`config.mk`:
```
export PLATFORM = sky130hd
export DESIGN_NAME = autobaud_detector
export DESIGN_NICKNAME = d
export VERILOG_FILES = /design/src/rtl/autobaud_detector.sv
export SDC_FILE = /design/constraint.sdc
export NUM_CORES = 1
export LEC_CHECK = 0
export CELL_PAD_IN_SITES_DETAIL_PLACEMENT = 0
export CELL_PAD_IN_SITES_GLOBAL_PLACEMENT = 1
export CORE_MARGIN = 8
export CORE_UTILIZATION = 30
export DETAILED_ROUTE_END_ITERATION = 10
export PLACE_DENSITY_LB_ADDON = 0.1
export SYNTH_ARGS = -nofsm -noshare
export SYNTH_HDL_FRONTEND = slang
export SYNTH_SLANG_ARGS = --single-unit
```
`constraint.sdc`:
```
create_clock -name clk -period 2.7 [get_ports clk]
set_clock_uncertainty 0.05 [all_clocks]
set_input_delay 0.675 -clock clk [delete_from_list [all_inputs] [get_ports clk]]
set_output_delay 0.675 -clock clk [all_outputs]
set_load 0.01 [all_outputs]
```
`src/rtl/autobaud_detector.sv`:
```
// -----------------------------------------------------------------------------
// autobaud_detector
//
// Measures the width of the single low pulse produced by a 0x80 sync character
// (start bit plus seven zero data bits) on a UART line. It converts that width
// into the oversampling divisor used by a 16x baud tick generator:
//   divisor = round(low_cycles / (16 * LOW_BITS))
// The divisor output keeps its last good value, so the generator stays stable
// between calibrations and after a failed attempt.
//
// Ports
//   clk        in   system clock
//   rst_n      in   asynchronous active-low reset
//   rx         in   asynchronous serial line, idles high
//   start      in   single-cycle arm request, honoured only while idle
//   baud_dvsr  out  12-bit divisor for the baud generator
//   dvsr_valid out  high once any measurement has succeeded
//   busy       out  high whenever a measurement is armed or in progress
//   done       out  one-cycle pulse, new divisor loaded
//   err        out  one-cycle pulse, measurement rejected
// -----------------------------------------------------------------------------
module autobaud_detector #(
    parameter int LOW_BITS     = 8,
    parameter int SHIFT        = 7,
    parameter int CNT_W        = 20,
    parameter int MIN_DVSR     = 4,
    parameter int DEFAULT_DVSR = 326,
    parameter int IDLE_CYC     = 16
) (
    input  logic        clk,
    input  logic        rst_n,
    input  logic        rx,
    input  logic        start,
    output logic [11:0] baud_dvsr,
    output logic        dvsr_valid,
    output logic        busy,
    output logic        done,
    output logic        err
);

    // The quotient is formed wide enough to hold the full rounded count and
    // never narrower than the 12-bit output, so the range check sees every bit.
    localparam int QW   = (CNT_W + 1 > 12) ? CNT_W + 1 : 12;
    localparam int IW   = (IDLE_CYC > 1) ? $clog2(IDLE_CYC + 1) : 1;
    // Half of one divisor step: 2^(SHIFT-1) == 8*LOW_BITS when SHIFT is
    // consistent with LOW_BITS.
    localparam int HALF = 8 * LOW_BITS;

    typedef enum logic [2:0] {
        IDLE      = 3'd0,
        WAIT_IDLE = 3'd1,
        WAIT_FALL = 3'd2,
        MEASURE   = 3'd3,
        CALC      = 3'd4,
        REPORT    = 3'd5
    } state_t;

    state_t           state;
    state_t           state_next;
    logic             rx_m;
    logic             rx_s;
    logic [IW-1:0]    idle_cnt;
    logic [IW-1:0]    idle_cnt_next;
    logic [CNT_W-1:0] cnt;
    logic [CNT_W-1:0] cnt_next;
    logic [QW-1:0]    q_calc;
    logic             done_next;
    logic             err_next;
    logic             dvsr_load;

    // Round-half-up division of the low-pulse width by 2^SHIFT.
    function automatic logic [QW-1:0] round_div(input logic [CNT_W-1:0] c);
        logic [QW-1:0] s;
        s = QW'(c) + QW'(HALF);
        return s >> SHIFT;
    endfunction

    // Accept only divisors the generator can use and that fit the output.
    function automatic logic dvsr_in_range(input logic [QW-1:0] q);
        return (q >= QW'(MIN_DVSR)) && (q <= QW'(4095));
    endfunction

    assign q_calc = round_div(cnt);
    assign busy   = (state != IDLE);

    // Two-flop synchronizer. It resets to the idle level so that no false
    // falling edge appears when reset is released.
    always_ff @(posedge clk or negedge rst_n) begin
        if (!rst_n) begin
            rx_m <= 1'b1;
            rx_s <= 1'b1;
        end else begin
            rx_m <= rx;
            rx_s <= rx_m;
        end
    end

    always_comb begin
        state_next    = state;
        idle_cnt_next = idle_cnt;
        cnt_next      = cnt;
        done_next     = 1'b0;
        err_next      = 1'b0;
        dvsr_load     = 1'b0;
        case (state)
            IDLE: begin
                if (start) begin
                    state_next    = WAIT_IDLE;
                    idle_cnt_next = '0;
                    cnt_next      = '0;
                end
            end
            WAIT_IDLE: begin
                // Require a run of idle-high cycles so that arming in the
                // middle of a frame cannot mistake a data bit for the sync.
                if (!rx_s) begin
                    idle_cnt_next = '0;
                end else if (idle_cnt == IW'(IDLE_CYC - 1)) begin
                    idle_cnt_next = '0;
                    state_next    = WAIT_FALL;
                end else begin
                    idle_cnt_next = idle_cnt + IW'(1);
                end
            end
            WAIT_FALL: begin
                if (!rx_s) begin
                    cnt_next   = CNT_W'(1);
                    state_next = MEASURE;
                end
            end
            MEASURE: begin
                // Saturation is tested before incrementing so the count never
                // wraps into a plausible-looking small value.
                if (rx_s) begin
                    state_next = CALC;
                end else if (&cnt) begin
                    err_next   = 1'b1;
                    state_next = IDLE;
                end else begin
                    cnt_next = cnt + CNT_W'(1);
                end
            end
            CALC: begin
                // Result flags and the new divisor are registered together so
                // that done and the updated baud_dvsr appear in the REPORT cycle.
                state_next = REPORT;
                if (dvsr_in_range(q_calc)) begin
                    done_next = 1'b1;
                    dvsr_load = 1'b1;
                end else begin
                    err_next = 1'b1;
                end
            end
            REPORT: begin
                state_next = IDLE;
            end
            default: begin
                state_next = IDLE;
            end
        endcase
    end

    always_ff @(posedge clk or negedge rst_n) begin
        if (!rst_n) begin
            state      <= IDLE;
            idle_cnt   <= '0;
            cnt        <= '0;
            done       <= 1'b0;
            err        <= 1'b0;
            baud_dvsr  <= 12'(DEFAULT_DVSR);
            dvsr_valid <= 1'b0;
        end else begin
            state    <= state_next;
            idle_cnt <= idle_cnt_next;
            cnt      <= cnt_next;
            done     <= done_next;
            err      <= err_next;
            if (dvsr_load) begin
                baud_dvsr  <= q_calc[11:0];
                dvsr_valid <= 1'b1;
            end
        end
    end

endmodule
```
Word level (Yosys, flattened, before mapping)
Cells that the tools add are included.
{ "word_totals": {"register_bits": 45, "output_inout_bits": 16, "elab_cells": 57} }
{ "classes": {"mux": 22, "n_lt_le_gt_ge": 2, "eq_ne": 12, "add_sub_neg": 3, "n_reduce_logical": 9} }
{ "ops": {"columns": ["operator", "count"], "rows": [
  ["$mux W20", 4],
  ["$pmux W20 S3", 1],
  ["$add A20 B7 Y21 const B", 1],
  ["$add A20 B1 Y20 const B", 1],
  ["$reduce_and A20 Y1", 1],
  ["$mux W3", 6],
  ["$mux W5", 3],
  ["$pmux W3 S5", 1],
  ["$ge A14 B3 Y1 const B", 1],
  ["$le A14 B12 Y1 const B", 1],
  ["$ne A2 B2 Y1 const B", 6],
  ["$pmux W5 S2", 1],
  ["$reduce_and A5 Y1", 2],
  ["$eq A3 B2 Y1 const B", 2],
  ["$reduce_bool A3 Y1", 2],
  ["$add A5 B1 Y5 const B", 1],
  ["$eq A5 B4 Y1 const B", 1],
  ["$mux W1", 5],
  ["$eq A3 B1 Y1 const B", 1],
  ["$eq A3 B3 Y1 const B", 1],
  ["$logic_not A3 Y1", 1],
  ["$ne A3 B3 Y1 const B", 1],
  ["$pmux W1 S2", 1],
  ["$reduce_and A2 Y1", 1],
  ["other kinds (2)", 2]
]} }

Depth between registers and ports, before layout
Gate-level depths: netlist of run 1.
{ "depth": {"depth_word": 5, "depth_mapped": 9} }

Worst setup path before layout of run 1
Ideal clock, no wire load.
{ "synth_path": {"path_type": "register to register", "startpoint": "register cnt[7]", "endpoint": "register cnt[4]", "slack_ps": 443, "arrival_time_ps": 2088, "stages_incl_launch_ff": 9, "path_cell_list": "dfrtp_1 > ha_1 > nand3_2 > or4_1 > buf_4 > o31a_1 > nand4_1 > xor2_1 > nor2_1"} }
{ "synth_between": {"elab_chain_len": 3} }
{ "synth_rtl": {"columns": ["element", "line", "source"], "rows": [
  ["start: declaration", "64", "logic [CNT_W-1:0] cnt;"],
  ["start signal: assignment", "175", "cnt <= cnt_next;"],
  ["$reduce_and A20 Y1", "136", "end else if (&cnt) begin"],
  ["$ne A2 B2 Y1 (no source line)", null, null],
  ["$reduce_and A5 Y1 (no source line)", null, null]
]} }
No other way between the ends.
A chain may end at the register's enable or synchronous reset.

Final worst setup path of run 1
{ "layout_path": {"startpoint": "register state[1]", "endpoint": "output busy"} }
{ "layout_between": {"elab_chain_len": 1} }
{ "layout_rtl": {"columns": ["element", "line", "source"], "rows": [
  ["start: declaration", "58", "state_t state;"],
  ["start signal: assignment", "173", "state <= state_next;"],
  ["$reduce_bool A3 Y1", "84", "assign busy = (state != IDLE);"],
  ["end: declaration", "36", "output logic busy,"]
]} }
No other way between the ends.

==> results.json, run 1 <==
{
  "status": "finished, final reports clean",
  "yosysWarnings": 0,
  "clock_path_buffers": 2,
  "overflow": 0,
  "path_class": "reg -> out",
  "cp_cell_sequence": "or3_1, clkdlybuf4s50_1",
  "wire_per_inst_um": 15.7,
  "avgViaCountPerCell": 5.02,
  "via_count": 1993,
  "synth_area_leaders": "dfrtp_1 (37%), dfstp_2 (5.9%), xor2_1 (4.3%), mux2_4 (3.9%), xnor2_1 (3.9%)",
  "cts_tree": "yes",
  "final_nets": 295,
  "synth_cell_types": 55,
  "htree_num_levels": 2,
  "yosysTopAreaCell": "dfrtp_1",
  "critPathLaunchType": "flip-flop",
  "hpwl_um": 4580,
  "synth.yosys.seq_area_share_pct": 42.5,
  "multi_input_area_um2": 1390,
  "fill_cells": 891,
  "layout_setup_ws_ps": 265,
  "syn_avg_cell_area_um2": 10.4,
  "yosysMostFrequentCell": "dfrtp_1",
  "powerDensity_nw_per_um2": 418,
  "synth_edf_count": 0,
  "drt_wl_total_um": 6240,
  "fin_setup_tns_ps": 0,
  "clk_pin_slew_worst_paths_ps": 90,
  "gp_congestion": 0.708,
  "synthesis.nets": 264,
  "path_max_fanout": 12,
  "pre_cts_ws_ps": -25.8,
  "relSlewSlack_pct": 66.3,
  "drc": 0,
  "clk_latency_ps": 300,
  "ioPinCount": 20,
  "first_global_vias": 1985,
  "cts-buffers-inserted": 5,
  "grt_pass1_wl_um": 10700,
  "end_kind": "output pin",
  "rows": 34,
  "setup_viol": 0,
  "ir_drop_mv": 0.201,
  "ys_top_cells_by_count": "dfrtp_1 (39), nor2_1 (23), o21ai_0 (16)",
  "rsz0062_at_grt": "no",
  "hp-class": "in -> async",
  "cts_num_sinks": 45,
  "die_x_um": 110,
  "first_iter_violations": 79,
  "tightest_slew_ps": 504,
  "synth-async-reset-ratio_pct": 100,
  "synth_top_cell_area_share_pct": 36.6,
  "start_util_pct": 30.7,
  "antenna_cells": 0,
  "die_y_um": 110,
  "postLayoutCoreUtil_pct": 36.9,
  "post-route-period-util_pct": 90.2,
  "synthCells": 257,
  "postCtsHoldBufs": 0,
  "syn_to_final_growth_pct": 19.9,
  "grt_max_degree": 18,
  "final_hold_viol_count": 0,
  "crit_slowest_cell": "dfrtp_1",
  "leakage_nw": 1.32,
  "ant_nets": 0,
  "root_buffer": "clkbuf_8",
  "cp.arrival_ps": 1710,
  "r2r_end": "baud_dvsr[0]",
  "antenna_found_initial": 0,
  "rr_worst_depth": 7,
  "synthFlopType": "dfrtp_1",
  "cap_violations": 0,
  "maxSlewViolCount": 0,
  "post_cts_buffers": 0,
  "post_route_cells_drive_above_1_share_pct": 23.5,
  "portBuffers": 19,
  "min_period_ps": 2440,
  "cp_slowest_stage_delay_ps": 520,
  "required_ps": 1980,
  "r2r_slack_ps": 270,
  "fmax_mhz": 411,
  "ys_ff_latch": 45,
  "r2r-start": "cnt[11]",
  "seqCellArea_um2": 1130,
  "firstDrtPassIters": 4,
  "dieArea_um2": 12200,
  "synthesis.area_um2": 2670,
  "core_area_um2": 8680,
  "grt.total_usage_pct": 11.2,
  "ctsResizeCount": 0
}
## routing by layer
metal	track usage, %	part of all wire [%]	vias up
met2	17.7	47	41
met4	3.24	0.79	0
met5	0	0	-
li1	-	-	988
met3	2.15	4.6	4
met1	15.2	47	960
## sequential cells by signal, summed over array words and instances, names as in the netlist, 3 cells and up
register / cells
cnt: 20
baud_dvsr: 12
idle_cnt: 5
state: 3
## cells by family after synthesis
group	after synthesis	synth area share, %
XOR/XNOR	25	8.21
multiplexers	12	6.00
AND/OR/NAND/NOR	102	22.3
flip-flops	45	42.5
adder cells (fa/ha/maj)	3	1.41
AO/OA/AOI/OAI	48	14.0
buffers and inverters	22	5.58
## cell type report
type,count,share of cell area [%]
clock buffers,5,2.15
clock inverters,3,2.03
inverters,4,0.469
multi-input cells,190,43.3
flip-flops and latches,45,35.4
well taps,108,4.23
repair buffers,42,12.4
## worst max path at each step
| stage | start | to | slack [ps] | cells past startpoint |
|---|---|---|---|---|
| finish | state[1] | busy | 260 | 2 |
| global route | cnt[7] | baud_dvsr[0] | 110 | 9 |
| floorplan | cnt[7] | cnt[4] | 440 | 8 |
| detailed placement | start | cnt[12] | -30 | 8 |
| global placement | start | cnt[12] | -6 | 8 |
| CTS | state[1] | busy | 230 | 2 |
## where the power goes
part	total, mW	internal (mW)	leakage (nW)	switching [mW]
logic	0.0380	0.0132	0.672	0.0248
registers	0.689	0.682	0.584	0.00767
clock network	0.610	0.368	0.0681	0.242
total	1.34	1.06	1.32	0.274
## through the flow
stage	total power, mW	hold slack [ps]	cells	area, µm²
after floorplan	0.715	295	257	2670
after global placement	0.742	296	389	3060
after detailed placement	0.742	299	389	3060
after CTS	1.37	254	397	3200
after global routing	1.41	268	397	3200
final	1.34	252	397	3200
## cell usage in the layout, fill, tap and decap left out, drive strengths merged, types with 2 or more instances in the layout
master,synthesis,final
o2111ai,2,2
and3,3,3
mux2,11,11
or3b,2,2
bufinv,0,2
xor2,13,13
ha,3,3
o211ai,2,2
nor2,23,23
or3,8,8
nor2b,2,2
or2,3,3
nand4,7,7
a21oi,13,13
nand2,14,14
a22o,2,2
inv,4,4
or4,3,3
nand3,11,11
nor4,8,8
clkbuf,3,5
a21o,2,2
buf,15,24
dfrtp,39,39
xnor2,12,12
o21ai,16,16
nand3b,3,3
dfstp,6,6
nand2b,3,3
nor3,10,10
clkdlybuf4s50,0,18
## critical path: cells and delay by family, from the launching register on
kind | cells | cell delay [ps]
buffers and inverters | 1 | 490
flip-flops | 1 | 520
AND/OR/NAND/NOR | 1 | 400
No activity file was read; power rests on OpenSTA's default activity.
==> run 2: changes to the inputs <==
- CORE_UTILIZATION: 30 -> 46
- PLACE_DENSITY: unset -> 0.8
- PLACE_DENSITY_LB_ADDON: 0.1 -> unset
==> run 2 against run 1 <==
Against the previous run: sequential share of layout area up 1.7 points; flip-flop and latch count unchanged; fmax is 2.1% lower; clock power shrank 25%.
==> results.json, run 2 (synthesis results as in run 1) <==
{
  "status": "finished, final reports clean",
  "ir_drop_mv": 0.233,
  "grt_pass1_wl_um": 9700,
  "fill_cells": 489,
  "cp_cell_sequence": "ha_1, buf_4, and3_1, nand2_1, nor4_1, o22a_2, a21oi_4, buf_4, mux2_4",
  "ctsResizeCount": 0,
  "core_area_um2": 5540,
  "powerDensity_nw_per_um2": 387,
  "cts_num_sinks": 45,
  "portBuffers": 19,
  "rsz0062_at_grt": "no",
  "seqCellArea_um2": 1130,
  "drc": 0,
  "htree_num_levels": 2,
  "drt_wl_total_um": 5530,
  "firstDrtPassIters": 4,
  "maxSlewViolCount": 0,
  "combPwrFrac_pct": 2.9,
  "leakage_nw": 1.28,
  "final_hold_viol_count": 0,
  "post_route_cells_drive_above_1_share_pct": 22.5,
  "fmax_mhz": 402,
  "clk_latency_ps": 300,
  "p_clk_share_pct": 38.9,
  "ioPinCount": 20,
  "postCtsHoldBufs": 0,
  "setup_viol": 0,
  "first_iter_violations": 95,
  "path_max_fanout": 8,
  "layout_setup_ws_ps": 213,
  "hp-class": "reg -> reg",
  "min_period_ps": 2490,
  "tightest_slew_ps": 570,
  "pwr-share-seq_pct": 58.2,
  "multi_input_area_um2": 1390,
  "ant_nets": 0,
  "regMostFlops": "cnt",
  "antenna_cells": 0,
  "critPathMostFrequentCell": "buf_4",
  "cp.arrival_ps": 2620,
  "required_ps": 2840,
  "root_buffer": "clkbuf_8",
  "critPathLaunchType": "flip-flop",
  "gp_congestion": 0.882,
  "cap_violations": 0,
  "dieArea_um2": 8490,
  "grt_max_degree": 46,
  "start_util_pct": 48.1,
  "antenna_found_initial": 0,
  "clk_pin_slew_worst_paths_ps": 90,
  "cp_slowest_stage_delay_ps": 450,
  "rows": 27,
  "first_global_vias": 1952,
  "final_nets": 291,
  "cts_tree": "yes",
  "grt.total_usage_pct": 14.0,
  "syn_to_final_growth_pct": 14.4,
  "via_count": 1930,
  "path_class": "reg -> reg",
  "final_cell_mix": "dfrtp_1 (39), nor2_1 (23), buf_4 (19)",
  "largest_reg_flops": 20,
  "switching_share_pct": 21.8,
  "clock_path_buffers": 2,
  "avgViaCountPerCell": 5.41,
  "crit_slowest_cell": "dfrtp_1",
  "reg.largest.list": "cnt: 20 flops, baud_dvsr: 12 flops, idle_cnt: 5 flops",
  "overflow": 0,
  "die_y_um": 92.2,
  "wire_per_inst_um": 15.5,
  "end_kind": "flip-flop",
  "intPower_uw": 925,
  "relSlewSlack_pct": 61.7,
  "switching_power_uw": 257,
  "pre_cts_ws_ps": -72.7,
  "die_x_um": 92.2,
  "cts-buffers-inserted": 5,
  "post-route-period-util_pct": 92.1,
  "final_common_cell": "dfrtp_1",
  "hpwl_um": 3970,
  "post_cts_buffers": 0,
  "total_power_mw": 1.18
}
[run 2: changes by cell type in the layout (fill, tap and decap cells not counted), sizes merged]
cell / delta
clkbuf: +2
buf: -4
bufinv: -2
[run 2: layout make-up]
type                    count  area share [%]
multi-input cells         190            45.4
flip-flops and latches     45            37.1
repair buffers             38            10.7
clock buffers               7            3.16
well taps                  72            2.95
inverters                   4           0.492
clock inverters             1           0.164
[run 2: per-layer routing]
metal | up-vias | track usage, % | part of all wire (%)
met1 | 898 | 19.5 | 51
met4 | 0 | 5.10 | 1.6
met3 | 7 | 3.42 | 5.9
met2 | 47 | 20.4 | 42
met5 | - | 0 | 0
li1 | 978 | - | -
[run 2: power groups by stage]
stage	Sequential (mW)	Clock [mW]	Combinational, mW
global route	0.690	0.500	0.0409
detailed placement	0.702	0	0.0361
floorplan	0.699	0	0.0159
global placement	0.702	0	0.0354
finish	0.689	0.460	0.0340
CTS	0.689	0.480	0.0361
[run 2: stage by stage]
stage / util (%) / TNS, ps / hold WS (ps) / cells / instance area [µm²]
5_1_grt: 55.1 / 0 / 318 / 357 / 3050
2_1_floorplan: - / 0 / 295 / 257 / 2670
3_3_place_gp: 53.3 / -140 / 299 / 349 / 2950
4_1_cts: 55.1 / 0 / 314 / 357 / 3050
6_report: 55.1 / 0 / 312 / 357 / 3050
3_5_place_dp: 53.3 / -424 / 300 / 349 / 2950
[run 2: worst paths after layout]
check                             from             to  slack (ps)  cells after the start
worst max-delay path            cnt[7]  baud_dvsr[10]         210                      9
worst min-delay path              rx_m           rx_s         310                      0
worst max register to register  cnt[7]  baud_dvsr[10]         210                      9
worst min register to register    rx_m           rx_s         310                      0
max in group asynchronous        rst_n   baud_dvsr[1]        1800                      2
min in group asynchronous        rst_n            err         400                      2
[run 2: critical path: cells and delay by family, from the launching register on]
family                   cells  cell delay, ps
multiplexers                 1             300
flip-flops                   1             450
adder cells (fa/ha/maj)      1             220
buffers and inverters        2             330
AND/OR/NAND/NOR              3             670
AO/OA/AOI/OAI                2             350
==> run 3: changes to the inputs <==
==> constraint.sdc (replaced) <==
create_clock -name clk -period 2.7 [get_ports clk]
set_clock_uncertainty 0.05 [all_clocks]
set_input_delay 0.54 -clock clk [delete_from_list [all_inputs] [get_ports clk]]
set_output_delay 0.54 -clock clk [all_outputs]
set_load 0.01 [all_outputs]
==> run 3 against run 2 <==
Against the previous run: sequential power is essentially flat; critical endpoint unchanged; critical path type unchanged; highest routed layer unchanged; routed wire length is essentially flat; cell area fell by 1.4%.
==> results.json, run 3 (synthesis results as in run 1) <==
{
  "status": "finished, final reports clean",
  "powerDensity_nw_per_um2": 371,
  "relSlewSlack_pct": 55.1,
  "grt.total_usage_pct": 14.0,
  "fin_setup_tns_ps": 0,
  "reg.largest.list": "cnt: 20 flops, baud_dvsr: 12 flops, idle_cnt: 5 flops",
  "gp_congestion": 0.858,
  "hpwl_um": 4090,
  "htree_num_levels": 2,
  "avgViaCountPerCell": 5.64,
  "final_hold_viol_count": 0,
  "hp-class": "in -> async",
  "critPathLaunchType": "flip-flop",
  "post_route_cells_drive_above_1_share_pct": 21.3,
  "final_cell_mix": "dfrtp_1 (39), nor2_1 (23), clkdlybuf4s50_1 (18)",
  "pre_cts_ws_ps": 88.8,
  "postCtsHoldBufs": 0,
  "clk_pin_slew_worst_paths_ps": 80,
  "core_area_um2": 5540,
  "cts_tree": "yes",
  "firstDrtPassIters": 4,
  "overflow": 0,
  "largest_reg_flops": 20,
  "die_y_um": 92.2,
  "layout_setup_ws_ps": 183,
  "drt_wl_total_um": 5540,
  "post-route-period-util_pct": 93.2,
  "maxSlewViolCount": 0,
  "end_kind": "flip-flop",
  "setup_viol": 0,
  "cap_violations": 0,
  "min_period_ps": 2520,
  "postLayoutCoreUtil_pct": 54.4,
  "regMostFlops": "cnt",
  "antenna_cells": 0,
  "ctsResizeCount": 0,
  "cp.arrival_ps": 2640,
  "path_class": "reg -> reg",
  "wire_per_inst_um": 15.6,
  "start_util_pct": 48.1,
  "syn_to_final_growth_pct": 12.9,
  "grt_pass1_wl_um": 9800,
  "root_buffer": "clkbuf_8",
  "rsz0062_at_grt": "no",
  "final_common_cell": "dfrtp_1",
  "required_ps": 2830,
  "drc": 0,
  "antenna_found_initial": 0,
  "fmax_mhz": 397,
  "r2r_slack_ps": 180,
  "post_cts_buffers": 0,
  "fill_cells": 499,
  "path_max_fanout": 9,
  "die_x_um": 92.2,
  "first_iter_violations": 142,
  "rows": 27,
  "portBuffers": 19,
  "tightest_slew_ps": 666,
  "clock_path_buffers": 2,
  "ioPinCount": 20,
  "cts_num_sinks": 45,
  "ir_drop_mv": 0.238,
  "dieArea_um2": 8490,
  "final_nets": 288,
  "clk_latency_ps": 300,
  "ant_nets": 0,
  "leakage_nw": 1.26,
  "via_count": 1995,
  "grt_max_degree": 30,
  "cts-buffers-inserted": 5,
  "first_global_vias": 1927
}
-- run 3: final timing paths --
| check | cells past startpoint | startpoint | end |
|---|---|---|---|
| min in group clk | 0 | rx_m | rx_s |
| min | 1 | rst_n | baud_dvsr[9] |
| max | 9 | cnt[7] | baud_dvsr[10] |
| max in group asynchronous | 2 | rst_n | baud_dvsr[1] |
| max reg2reg | 9 | cnt[7] | baud_dvsr[10] |
| min reg2reg | 0 | rx_m | rx_s |
-- run 3: power by group --
part	internal (mW)	switching, mW
combinational	0.0122	0.0225
sequential	0.682	0.00763
clock	0.179	0.215
-- run 3: per-stage QoR --
step / instance area (µm²) / hold WS [ps] / cells / power [mW]
global route: 3010 / 122 / 354 / 1.18
CTS: 3010 / 112 / 354 / 1.15
global placement: 2930 / 298 / 346 / 0.737
detailed placement: 2930 / 298 / 346 / 0.739
floorplan: 2670 / 194 / 257 / 0.715
finish: 3010 / 106 / 354 / 1.12
-- run 3: cell type report --
type                            count  area, µm²  area share [%]
Multi-Input combinational cell    190       1390            46.0
Sequential cell                    45       1130            37.6
Timing Repair Buffer               35        305            10.1
Tap cell                           72       90.1            2.99
Clock buffer                        6       72.6            2.41
Inverter                            4       15.0           0.499
Clock inverter                      2       10.0           0.332
-- run 3: metal layers --
metal	up-vias	wire length [µm]	global-route usage, %
li1	972	-	-
met1	969	2790	19.6
met2	44	2400	19.9
met3	10	248	3.83
met4	0	101	4.83
met5	-	0	0
-- run 3: critical path, stage by stage, from the launching register on --
cell and delay [ps]:
dfrtp_1 440, ha_1 220, nand3_2 110, buf_4 200, nor3_1 220, xor2_1 270, a21oi_1 140, a21oi_4 200
buf_4 220, mux2_4 310
